==> config.mk <==
export PLATFORM = sky130hd
export DESIGN_NAME = layer_scan_ctrl_flat
export DESIGN_NICKNAME = d
export VERILOG_FILES = /design/src/rtl/layer_scan_ctrl_pkg.sv /design/src/rtl/layer_scan_ctrl_if.sv /design/src/rtl/layer_scan_ctrl_dwell_timer.sv /design/src/rtl/layer_scan_ctrl.sv /design/src/flat_wrapper.sv
export SDC_FILE = /design/constraint.sdc
export NUM_CORES = 1
export LEC_CHECK = 0
export CAP_MARGIN = 20
export CORE_ASPECT_RATIO = 1.1
export CORE_MARGIN = 8
export CORE_UTILIZATION = 49
export CTS_CLUSTER_DIAMETER = 150
export DETAILED_ROUTE_END_ITERATION = 10
export GPL_ROUTABILITY_DRIVEN = 0
export PLACE_DENSITY = 0.77
export SKIP_CTS_REPAIR_TIMING = 1
export SYNTH_ARGS = -nofsm -noshare
export SYNTH_HDL_FRONTEND = slang
export SYNTH_SLANG_ARGS = --single-unit
==> constraint.sdc <==
create_clock -name clk -period 3.6 [get_ports clk]
set_clock_uncertainty 0.15 [all_clocks]
set_input_delay 0.54 -clock clk [delete_from_list [all_inputs] [get_ports clk]]
set_output_delay 0.54 -clock clk [all_outputs]
set_load 0.01 [all_outputs]
==> src/rtl/layer_scan_ctrl_pkg.sv <==
// layer_scan_ctrl_pkg: shared types and helpers for the LED cube layer scanner.
// Holds cube geometry, FSM state encoding and layer slice helpers.
package layer_scan_ctrl_pkg;

    localparam int LAYERS = 4;
    localparam int COLS   = 16;
    localparam int FRAME_W = LAYERS * COLS;

    typedef enum logic [1:0] {
        ST_REQ       = 2'd0,
        ST_WAIT_RISE = 2'd1,
        ST_WAIT_FALL = 2'd2,
        ST_DWELL     = 2'd3
    } scan_state_e;

    function automatic logic [LAYERS-1:0] layer_onehot(input logic [1:0] idx);
        return 4'b0001 << idx;
    endfunction

    function automatic logic [COLS-1:0] layer_cols(
        input logic [FRAME_W-1:0] frame,
        input logic [1:0]         idx
    );
        return frame[{idx, 4'd0} +: COLS];
    endfunction

endpackage

==> src/rtl/layer_scan_ctrl_if.sv <==
// layer_scan_ctrl_if: frame, blanking and LED drive signals of the scanner.
// master drives frames and blanking; slave is the scanner itself.
interface layer_scan_ctrl_if;
    import layer_scan_ctrl_pkg::*;

    logic               blank_in;
    logic [FRAME_W-1:0] frame_data;
    logic               frame_valid;
    logic               frame_ack;
    logic               switch_req;
    logic [LAYERS-1:0]  layer_en;
    logic [COLS-1:0]    col;
    logic               blank_err;

    modport master (
        output blank_in, frame_data, frame_valid,
        input  frame_ack, switch_req, layer_en, col, blank_err
    );

    modport slave (
        input  blank_in, frame_data, frame_valid,
        output frame_ack, switch_req, layer_en, col, blank_err
    );

endinterface

==> src/rtl/layer_scan_ctrl_dwell_timer.sv <==
// layer_scan_ctrl_dwell_timer: loadable down counter with zero flag.
// Shared between the layer dwell period and the blank rise timeout.
module layer_scan_ctrl_dwell_timer #(
    parameter int W = 12
) (
    input  logic         clk,
    input  logic         rst,
    input  logic         load_i,
    input  logic [W-1:0] load_val_i,
    input  logic         dec_i,
    output logic         zero_o
);

    logic [W-1:0] cnt_q;
    logic [W-1:0] cnt_d;

    // load wins over decrement; counter parks at zero
    always_comb begin
        cnt_d = cnt_q;
        if (load_i) begin
            cnt_d = load_val_i;
        end else if (dec_i && (cnt_q != '0)) begin
            cnt_d = cnt_q - W'(1);
        end
    end

    // counter register
    always_ff @(posedge clk or posedge rst) begin
        if (rst) begin
            cnt_q <= '0;
        end else begin
            cnt_q <= cnt_d;
        end
    end

    assign zero_o = (cnt_q == '0);

endmodule

==> src/rtl/layer_scan_ctrl.sv <==
// layer_scan_ctrl: lights one cube layer per dwell, blanks between layers
// via the stretcher handshake, and swaps frames only at the layer 3->0 wrap.
module layer_scan_ctrl
    import layer_scan_ctrl_pkg::*;
#(
    parameter int DWELL_CYCLES  = 2048,
    parameter int DWELL_W       = 12,
    parameter int BLANK_TIMEOUT = 8
) (
    input  logic             clk,
    input  logic             reset,
    layer_scan_ctrl_if.slave bus
);

    localparam logic [DWELL_W-1:0] DWELL_LOAD = DWELL_W'(DWELL_CYCLES - 1);
    localparam logic [DWELL_W-1:0] TMO_LOAD   = DWELL_W'(BLANK_TIMEOUT - 1);

    scan_state_e        state_q, state_d;
    logic [1:0]         idx_q, idx_d;
    logic [FRAME_W-1:0] disp_q, disp_d;
    logic [LAYERS-1:0]  layer_en_q, layer_en_d;
    logic [COLS-1:0]    col_q, col_d;
    logic               sw_q, sw_d;
    logic               ack_q, ack_d;
    logic               err_q, err_d;
    logic               blank_prev_q;

    logic               tmr_load;
    logic [DWELL_W-1:0] tmr_val;
    logic               tmr_dec;
    logic               tmr_zero;
    logic               adv;

    layer_scan_ctrl_dwell_timer #(
        .W (DWELL_W)
    ) u_timer (
        .clk        (clk),
        .rst        (reset),
        .load_i     (tmr_load),
        .load_val_i (tmr_val),
        .dec_i      (tmr_dec),
        .zero_o     (tmr_zero)
    );

    // scan FSM: blank handshake, layer advance, frame capture, output drive
    always_comb begin
        state_d    = state_q;
        idx_d      = idx_q;
        disp_d     = disp_q;
        layer_en_d = layer_en_q;
        col_d      = col_q;
        sw_d       = 1'b0;
        ack_d      = 1'b0;
        err_d      = err_q;
        tmr_load   = 1'b0;
        tmr_val    = '0;
        tmr_dec    = 1'b0;
        adv        = 1'b0;

        unique case (state_q)
            ST_REQ: begin
                sw_d       = 1'b1;
                layer_en_d = '0;
                col_d      = '0;
                tmr_load   = 1'b1;
                tmr_val    = TMO_LOAD;
                state_d    = ST_WAIT_RISE;
            end
            ST_WAIT_RISE: begin
                if (bus.blank_in) begin
                    state_d = ST_WAIT_FALL;
                end else if (tmr_zero) begin
                    err_d = 1'b1;
                    adv   = 1'b1;
                end else begin
                    tmr_dec = 1'b1;
                end
            end
            ST_WAIT_FALL: begin
                if (blank_prev_q && !bus.blank_in) begin
                    adv = 1'b1;
                end
            end
            ST_DWELL: begin
                if (bus.blank_in) begin
                    err_d = 1'b1;
                end
                if (tmr_zero) begin
                    layer_en_d = '0;
                    col_d      = '0;
                    state_d    = ST_REQ;
                end else begin
                    tmr_dec = 1'b1;
                end
            end
            default: begin
                state_d = ST_REQ;
            end
        endcase

        // new frame is only accepted when stepping onto layer 0
        if (adv) begin
            idx_d = (idx_q == 2'd3) ? 2'd0 : idx_q + 2'd1;
            if ((idx_d == 2'd0) && bus.frame_valid) begin
                disp_d = bus.frame_data;
                ack_d  = 1'b1;
            end
            layer_en_d = layer_onehot(idx_d);
            col_d      = layer_cols(disp_d, idx_d);
            tmr_load   = 1'b1;
            tmr_val    = DWELL_LOAD;
            state_d    = ST_DWELL;
        end
    end

    // state, buffer and registered outputs
    always_ff @(posedge clk or posedge reset) begin
        if (reset) begin
            state_q      <= ST_REQ;
            idx_q        <= 2'd3;
            disp_q       <= '0;
            layer_en_q   <= '0;
            col_q        <= '0;
            sw_q         <= 1'b0;
            ack_q        <= 1'b0;
            err_q        <= 1'b0;
            blank_prev_q <= 1'b0;
        end else begin
            state_q      <= state_d;
            idx_q        <= idx_d;
            disp_q       <= disp_d;
            layer_en_q   <= layer_en_d;
            col_q        <= col_d;
            sw_q         <= sw_d;
            ack_q        <= ack_d;
            err_q        <= err_d;
            blank_prev_q <= bus.blank_in;
        end
    end

    assign bus.layer_en   = layer_en_q;
    assign bus.col        = col_q;
    assign bus.switch_req = sw_q;
    assign bus.frame_ack  = ack_q;
    assign bus.blank_err  = err_q;

endmodule
==> src/flat_wrapper.sv <==
// flat-port wrapper written by rule: the top's interface ports become plain ports
module layer_scan_ctrl_flat import layer_scan_ctrl_pkg::*;
#(
    parameter int DWELL_CYCLES  = 2048,
    parameter int DWELL_W       = 12,
    parameter int BLANK_TIMEOUT = 8
)
  (clk, reset, bus_blank_in, bus_frame_data, bus_frame_valid, bus_frame_ack, bus_switch_req, bus_layer_en, bus_col, bus_blank_err);
  layer_scan_ctrl_if bus_i ();
  input  logic clk;
  input  logic reset;
  input wire logic [$bits(bus_i.blank_in)-1:0] bus_blank_in;
  input wire logic [$bits(bus_i.frame_data)-1:0] bus_frame_data;
  input wire logic [$bits(bus_i.frame_valid)-1:0] bus_frame_valid;
  output wire logic [$bits(bus_i.frame_ack)-1:0] bus_frame_ack;
  output wire logic [$bits(bus_i.switch_req)-1:0] bus_switch_req;
  output wire logic [$bits(bus_i.layer_en)-1:0] bus_layer_en;
  output wire logic [$bits(bus_i.col)-1:0] bus_col;
  output wire logic [$bits(bus_i.blank_err)-1:0] bus_blank_err;
  assign bus_i.blank_in = bus_blank_in;
  assign bus_i.frame_data = bus_frame_data;
  assign bus_i.frame_valid = bus_frame_valid;
  assign bus_frame_ack = bus_i.frame_ack;
  assign bus_switch_req = bus_i.switch_req;
  assign bus_layer_en = bus_i.layer_en;
  assign bus_col = bus_i.col;
  assign bus_blank_err = bus_i.blank_err;
  layer_scan_ctrl #(.DWELL_CYCLES(DWELL_CYCLES), .DWELL_W(DWELL_W), .BLANK_TIMEOUT(BLANK_TIMEOUT)) u_core (.clk(clk), .reset(reset), .bus(bus_i));
endmodule
# After elaboration in Yosys (flattened, before gate mapping)
# Cells that the tools add are included.
# classes
n_mux	32
shift	2
addsub	2
reduce_logical	15
n_eq_ne	9
# ops
op	n
$mux 64	2
$shiftx 64x7->16	1
$mux 16	2
$pmux 16 s2	1
$mux 12	2
$logic_not 12->1	1
$mux 1	12
$reduce_bool 12->1	1
$sub 12x1->12 const B	1
$mux 11	1
$mux 2	4
$mux 4	2
$pmux 4 s2	1
$eq 2x2->1 const B	3
$pmux 1 s2	3
$pmux 2 s3	1
$logic_not 2->1	2
$ne 2x2->1 const B	2
$reduce_and 4->1	1
$reduce_bool 2->1	2
$reduce_bool 4->1	1
$shl 1x2->4 const A	1
$logic_and 1x1->1	3
$mux 3	1
other kinds (9)	9
# totals
ff_bits	104
out_inout_bits	23

# Longest topological paths before layout
# Gate-level depths: netlist of run 1.
# depth
depth_word	8
mapped_depth	9

# Hierarchy
# A second synthesis of run 1 with hierarchy kept.
# hier_totals
cells_unflattened	431
area_unflattened_um2	5704.2
# by_module_without_submodules
mod	cells_per_inst	area_per_inst_um2	instances	seq_area_each_um2
layer_scan_ctrl	346	4917.2	1	2304.7
layer_scan_ctrl_dwell_timer	85	787.0	1	300.3

# Least setup slack after synthesis of run 1
# Ideal clock, no wire load.
# synth_path
path_kind	reg2reg
from	register u_core.idx_q[0]
to	register u_core.col_q[10] (netlist: u_core.bus.col[10])
required_ps	3317
arrival_time_ps	2073
setup_slack_ps	1244
stages_incl_launch_ff	7
path_buffers	2
path_cell_list	dfstp_2 -> inv_1 -> ha_1 -> buf_1 -> clkbuf_1 -> mux2i_1 -> o21ai_0
# synth_via
elab_chain_len	8
elab_cells_between_ends	9
# synth_rtl
element	line_no	text
from (decl)	layer_scan_ctrl.sv:19	logic [1:0] idx_q, idx_d;
from (signal assigned)	layer_scan_ctrl.sv:130	idx_q <= idx_d;
$add 2x1->2 / $eq 2x2->1 (equally long branches)	layer_scan_ctrl.sv:103	idx_d = (idx_q == 2'd3) ? 2'd0 : idx_q + 2'd1;
$mux 2 (*)	layer_scan_ctrl.sv:103	
$logic_not 2->1	layer_scan_ctrl.sv:104	if ((idx_d == 2'd0) && bus.frame_valid) begin
$logic_and 1x1->1	layer_scan_ctrl.sv:104	
$mux 64	layer_scan_ctrl.sv:104	
$mux 64	layer_scan_ctrl.sv:102	if (adv) begin
$shiftx 64x7->16 (*)	layer_scan_ctrl_pkg.sv:24	return frame[{idx, 4'd0} +: COLS];
$mux 16 (*)	layer_scan_ctrl.sv:102	
to (signal assigned)	layer_scan_ctrl.sv:133	col_q <= col_d;
to (decl)	layer_scan_ctrl.sv:22	logic [COLS-1:0] col_q, col_d;
# Mark *: on every way between the ends. The rest lies on a longest branch, timed or not. The select of a mux whose other input is x is not followed.
# A chain may end at the register's enable or synchronous reset.

# Worst setup path in the final report of run 1
# layout_path
from	register u_core.u_timer.cnt_q[0]
to	register u_core.disp_q[62]
# layout_via
elab_chain_len	4
# layout_rtl
element	line_no	text
from (decl)	layer_scan_ctrl_dwell_timer.sv:14	logic [W-1:0] cnt_q;
from (signal assigned)	layer_scan_ctrl_dwell_timer.sv:32	cnt_q <= cnt_d;
$logic_not 12->1	layer_scan_ctrl_dwell_timer.sv:36	assign zero_o = (cnt_q == '0);
$mux 1	layer_scan_ctrl.sv:72	end else if (tmr_zero) begin
$mux 1	layer_scan_ctrl.sv:70	if (bus.blank_in) begin
$pmux 1 s2	layer_scan_ctrl.sv:60	unique case (state_q)
to (signal assigned)	layer_scan_ctrl.sv:131	disp_q <= disp_d;
to (decl)	layer_scan_ctrl.sv:20	logic [FRAME_W-1:0] disp_q, disp_d;
# Every way passes these cells.

==> impl_metrics.toml, run 1 <==
[grt]
antenna_found_initial = 0
grt_pass1_vias = 3918
grt_pass1_wl_um = 20100
grt_max_degree = 61
grt_usage_pct = 17.3
grt_remaining_overflow = 0

[timing]
finalCritPeriodShare_pct = 78.8
setup_ws_ns = 0.763
rsz0062_at_grt = "no"
worst_pin_slew_ns = 1.11
period_needed_ns = 2.84
hold_viol = 0
setup_tns_ns = 0
maxSlewViolCount = 0
fmax_mhz = 353
setup_violations = 0
whs_ns = 0.339
relSlewSlack_pct = 26.3

[synthesis]
synth_warnings = 0
syn_inst = 381
yosysSeqAreaShare_pct = 47.4
synth_nets = 460
synth_area_per_cell_um2 = 14.4
synthDistinctLibCells = 40
netlist_area_um2 = 5500
synth_seq_cells = 104

[worst_setup_path]
r2r_end = "u_core.disp_q[62]$_DFFE_PP0P_"
critPathTopFamily = "simple AND/OR/NAND/NOR gates"
reg2reg_setup_slack_ns = 0.76
worstSetupPathType = "reg -> reg"
critPathMaxFanout = 52
cp-end-kind = "flip-flop"
crit_slowest_cell = "nor4b_1"
endpoint = "u_core.disp_q[62]$_DFFE_PP0P_"
reg2reg_depth = 9
cp.required_ns = 3.68
path_depth = 9
cp.buffers_inverters = 3
arrival_ns = 2.92
crit_path_cell_trace = "inv_1, ha_1, nor4b_1, and4b_1, buf_4, a31oi_2, nor2_4, buf_12, mux2_2"
max_stage_delay_ns = 0.40
crit_start = "u_core.u_timer.cnt_q[0]$_DFFE_PP0P_"
reg2reg_from = "u_core.u_timer.cnt_q[0]$_DFFE_PP0P_"
worstSetupStartpointType = "flip-flop"

[floorplanning]
num_rows = 40
die_h_um = 127
initial_utilization_pct = 50.4
fp.dieW_um = 117
ios = 91
die_area_um2 = 14900
core_um2 = 10900

[routing]
remaining_drc_errors = 0
wl_per_cell_um = 19.4
wirelength_um = 12100
dr_wl_met2_um = 6150
routed.top_layer = "met4"
antenna_left = 0
wl_met1_um = 5190
vias = 3529
drtIter0Drc = 187
vias_per_cell = 5.66
first_pass_iters = 4
wl_met3_um = 608

[worst_hold_path]
hold_path_class = "reg -> reg"

[cells_and_area]
final_nets = 551
fill_cells = 868
antenna_cells = 0
utilization_pct = 62.5
drive_gt1_share_pct = 27.9
stdcell_count = 624
fin_area_um2 = 6820
area_growth_pct = 24.0

[placed_design]
post-place-ws_ns = 0.817
port_buffers = 90
dp.cells = 608
place_area_um2 = 6520
hpwl_um = 8690

[power]
vdd_drop_max_uv = 256
leakage_nw = 3.00
p_per_area_nw_per_um2 = 580
power.total_mw = 3.96

[cts]
h-tree-depth = 3
numCtsBuffers = 9
clkSinkCount = 104
root_buffer = "clkbuf_16"
clk_latency_ns = 0.34
tritoncts = "yes"
cts_max_path_buffers = 2
clk_pin_slew_ns = 0.07

[run]
drv_cap = 0

[run_status]
status = "finished, final reports clean"
## cell families after synthesis
family	share of synthesized area [%]
mux	32.7
flops	47.4
simple gates	5.85
compound gates	5.78
buf+inv	4.23
fa+ha+maj	2.50
xor+xnor	1.59
## synth_stat cells
cell type  instances  area [um2]
o22ai_1            1        6.26
mux2_2            17         191
dfstp_2            2        52.6
inv_1              8        30.0
nor4_1             6        37.5
o22a_1             3        26.3
and2_1             2        12.5
dfrtp_1          102        2550
buf_4              2        15.0
xnor2_1            9        78.8
a221oi_1           2        17.5
nand3b_1           1        7.51
buf_2              9        45.0
mux2_4            49         736
a211oi_1           1        7.51
nor2b_1            4        25.0
a31oi_2            1        12.5
buf_1              1        3.75
mux2i_1           17         170
xor2_1             1        8.76
nor2_1             6        22.5
nor4_4             1        21.3
o21ai_0           31         155
nor3_1             3        15.0
and4b_1            2        20.0
nand3_1            1        5.00
a21o_1             1        7.51
a21oi_1            7        35.0
nand4b_1           1        8.76
nand2_1           23        86.3
buf_12             6         120
ha_1              11         138
or3_1              3        18.8
nor2_4             1        11.3
a22o_1             4        35.0
mux4_2            31         698
clkbuf_1           5        18.8
nand2b_1           2        12.5
o211ai_1           2        15.0
nor4b_1            2        17.5
## worst register-to-register path: stages (launching register included)
cell,delay (ns)
dfrtp_1,0.38
inv_1,0.09
ha_1,0.20
nor4b_1,0.40
and4b_1,0.25
buf_4,0.18
a31oi_2,0.16
nor2_4,0.15
buf_12,0.33
mux2_2,0.43
## metal layers
metal  GRT usage (%)  up-vias
met5               0        -
met3            3.58       15
li1                -     1594
met1            22.3     1824
met2            28.3       96
met4            5.20        0
## flip-flops by register name, indices dropped and copies added (netlist names)
register / count
u_core.disp_q: 64
u_core.bus.col: 16
u_core.u_timer.cnt_q: 12
u_core.bus.layer_en: 4
u_core.idx_q: 2
u_core.state_q: 2
u_core.blank_prev_q: 1
u_core.bus.blank_err: 1
u_core.bus.frame_ack: 1
u_core.bus.switch_req: 1
## where the power goes
| part | total, mW | internal (mW) | switching, mW |
|---|---|---|---|
| registers | 1.47 | 1.33 | 0.137 |
| clock network | 0.984 | 0.557 | 0.427 |
| logic | 1.50 | 0.730 | 0.770 |
| total | 3.96 | 2.62 | 1.33 |
## layout make-up
class	instances	area, um2	share of cell area, %
inverter	8	32.5	0.477
tap	147	184	2.70
sequential	104	2610	38.2
clock buffer	11	243	3.56
clock inverter	5	56.3	0.826
multi-input combinational	246	2670	39.2
timing repair buffer	103	1020	15.0
## cell usage in the layout, fill, tap and decap left out, types with 3 or more instances in the layout
master,Yosys,layout
a21oi_1,7,7
o22a_1,3,3
clkbuf_16,0,9
buf_4,2,11
nor3_1,3,3
mux2_2,17,17
a22o_1,4,4
nor4_1,6,6
nand2_1,23,23
mux4_2,31,31
o21ai_0,31,30
nor2b_1,4,4
mux2_4,49,49
or3_1,3,3
inv_1,8,7
ha_1,11,11
xnor2_1,9,9
nor2_1,6,5
dfrtp_1,102,102
clkdlybuf4s50_1,0,90
mux2i_1,17,17
## how the worst min path moves through the flow
| stage | start | endpoint | cells after the start |
|---|---|---|---|
| 6_report | u_core.bus.col[13]$_DFFE_PP0P_ | u_core.bus.col[13]$_DFFE_PP0P_ | 2 |
| 5_1_grt | u_core.disp_q[54]$_DFFE_PP0P_ | u_core.disp_q[54]$_DFFE_PP0P_ | 1 |
| 4_1_cts | u_core.bus.blank_err$_DFFE_PP0P_ | u_core.bus.blank_err$_DFFE_PP0P_ | 2 |
| 3_5_place_dp | u_core.bus.blank_err$_DFFE_PP0P_ | u_core.bus.blank_err$_DFFE_PP0P_ | 2 |
| 3_3_place_gp | u_core.bus.blank_err$_DFFE_PP0P_ | u_core.bus.blank_err$_DFFE_PP0P_ | 2 |
| 2_1_floorplan | u_core.disp_q[53]$_DFFE_PP0P_ | u_core.disp_q[53]$_DFFE_PP0P_ | 1 |
(Power assumes the default switching activity.)
==> inputs of run 2 (changes only) <==
--- a/config.mk
+++ b/config.mk
@@ -8,11 +8,11 @@
 export CAP_MARGIN = 20
 export CORE_ASPECT_RATIO = 1.1
 export CORE_MARGIN = 8
-export CORE_UTILIZATION = 49
+export CORE_UTILIZATION = 50
 export CTS_CLUSTER_DIAMETER = 150
 export DETAILED_ROUTE_END_ITERATION = 10
 export GPL_ROUTABILITY_DRIVEN = 0
-export PLACE_DENSITY = 0.77
+export PLACE_DENSITY = 0.76
 export SKIP_CTS_REPAIR_TIMING = 1
 export SYNTH_ARGS = -nofsm -noshare
 export SYNTH_HDL_FRONTEND = slang
==> constraint.sdc (replaced) <==
create_clock -name clk -period 2.95 [get_ports clk]
set_clock_uncertainty 0.15 [all_clocks]
set_input_delay 0.4425 -clock clk [delete_from_list [all_inputs] [get_ports clk]]
set_output_delay 0.4425 -clock clk [all_outputs]
set_load 0.01 [all_outputs]
==> run 2 against run 1 <==
Net effect:
- final area barely moved
- die area fell by 1.7%
- sequential power rose by 22%
- flip-flop and latch count did not move
- final cell count did not move
- non-clock buffer count did not move
- first-iteration DRC count fell by 16%
- routed wire length fell by 0.51%
==> impl_metrics.toml, run 2 (synthesized netlist as in run 1, its figures left out) <==
[cells_and_area]
final_nets = 551
fill_cells = 841
top_register = "u_core.disp_q"
multi_input_area_um2 = 2670
layout_common_cells = "dfrtp_1, clkdlybuf4s50_1, mux2_4"
final_common_cell = "dfrtp_1"
area_growth_pct = 24.0
register_area_um2 = 2610
drive_gt1_share_pct = 27.9
stdcell_count = 624
largest_register_ffs = 64
antenna_cells = 0

[worst_setup_path]
crit_path_cell_trace = "inv_1, ha_1, nor4b_1, and4b_1, a31oi_2, nor2_4, buf_4, mux2_2"
cp.required_ns = 3.02
worstSetupPathType = "reg -> reg"
reg2reg_from = "u_core.u_timer.cnt_q[0]$_DFFE_PP0P_"
max_stage_delay_ns = 0.40
crit_start = "u_core.u_timer.cnt_q[0]$_DFFE_PP0P_"
arrival_ns = 2.74
worstSetupStartpointType = "flip-flop"
crit_slowest_cell = "nor4b_1"
cp-end-kind = "flip-flop"
critPathMaxFanout = 22

[routing]
vias = 3466
vias_per_cell = 5.55
antenna_left = 0
first_pass_iters = 4
wl_per_cell_um = 19.3
drtIter0Drc = 158
remaining_drc_errors = 0
wirelength_um = 12100

[floorplanning]
num_rows = 40
die_area_um2 = 14600
core_um2 = 10800
die_h_um = 126
fp.dieW_um = 116
initial_utilization_pct = 50.9
ios = 91

[power]
combPwrFrac_pct = 38.9
leakage_nw = 2.99
clockPowerShare_pct = 23.5
seq_power_share_pct = 37.6
cellInternalPower_mw = 3.15
swShare_pct = 34.2
power_switching_mw = 1.64
vdd_drop_max_uv = 454
p_per_area_nw_per_um2 = 703

[worst_hold_path]
min_from = "u_core.bus.col[7]$_DFFE_PP0P_"
hold_path_class = "reg -> reg"

[timing]
hold_viol = 0
setup_violations = 0
period_needed_ns = 2.66
whs_ns = 0.343
maxSlewViolCount = 0
fmax_mhz = 376
setup_ws_ns = 0.287
setup_tns_ns = 0
relSlewSlack_pct = 62.4
finalCritPeriodShare_pct = 90.3
rsz0062_at_grt = "no"
worst_pin_slew_ns = 0.564

[cts]
clkSinkCount = 104
tritoncts = "yes"
h-tree-depth = 3
clk_pin_slew_ns = 0.07
root_buffer = "clkbuf_16"
cts_max_path_buffers = 2
clk_latency_ns = 0.34
numCtsBuffers = 9

[grt]
grt_pass1_wl_um = 20300
grt_pass1_vias = 3982
grt_usage_pct = 17.6
grt_remaining_overflow = 0
antenna_found_initial = 0
grt_max_degree = 105

[placed_design]
dp.cells = 608
port_buffers = 90
hpwl_um = 8440
post-place-ws_ns = 0.314

[run_status]
status = "finished, final reports clean"

[run]
drv_cap = 0
==> run 2: changes by cell type in the layout (fill, tap and decap cells not counted), sizes merged <==
| cell | previous run | this run |
|---|---|---|
| bufinv | 1 | 0 |
| clkinv | 3 | 5 |
| inv | 8 | 7 |
==> run 2: layer usage <==
| layer | GRT usage, % | vias to the layer above | wire (um) |
|---|---|---|---|
| met1 | 21.4 | 1786 | 5130 |
| met2 | 29.8 | 80 | 6140 |
| li1 | - | 1589 | - |
| met3 | 5.40 | 11 | 646 |
| met5 | 0 | - | 0 |
| met4 | 4.28 | 0 | 148 |
==> run 2: power groups by stage <==
| stage | sequential, mW | combinational [mW] | clock, mW |
|---|---|---|---|
| floorplan | 1.79 | 1.32 | 0 |
| global placement | 1.81 | 1.83 | 0 |
| detailed placement | 1.82 | 1.87 | 0 |
| CTS | 1.80 | 1.89 | 1.15 |
| global route | 1.83 | 2.04 | 1.20 |
| finish | 1.80 | 1.86 | 1.13 |
==> run 2: critical path, delay by kind of cell (launching register included) <==
kind,cells,cell delay [ns]
AND/OR/NAND/NOR,3,0.84
buffers and inverters,2,0.45
flip-flops,1,0.39
multiplexers,1,0.39
adder cells (fa/ha/maj),1,0.18
AO/OA/AOI/OAI,1,0.14
==> run 2: worst paths after layout <==
check / to / slack [ns] / depth (start not counted)
max: u_core.disp_q[51]$_DFFE_PP0P_ / 0.29 / 8
min reg2reg: u_core.bus.col[7]$_DFFE_PP0P_ / 0.34 / 2
min in group asynchronous: u_core.bus.col[13]$_DFFE_PP0P_ / 0.44 / 3
max reg2reg: u_core.disp_q[51]$_DFFE_PP0P_ / 0.29 / 8
min: u_core.bus.col[7]$_DFFE_PP0P_ / 0.34 / 2
max in group asynchronous: u_core.idx_q[0]$_DFFE_PP1P_ / 1.78 / 3
==> run 2: layout make-up <==
type,instances,area share (%)
clock buffer,11,3.56
inverter,8,0.496
clock inverter,5,0.477
multi-input combinational,246,39.2
sequential,104,38.2
timing repair buffer,103,15.4
tap,147,2.70
==> run 2: metrics by stage <==
step	utilization [%]	area, um2	total power [mW]
floorplan	-	5500	3.10
global placement	60.5	6540	3.64
detailed placement	60.5	6540	3.70
CTS	63.1	6820	4.84
global route	63.1	6820	5.08
finish	63.1	6820	4.79
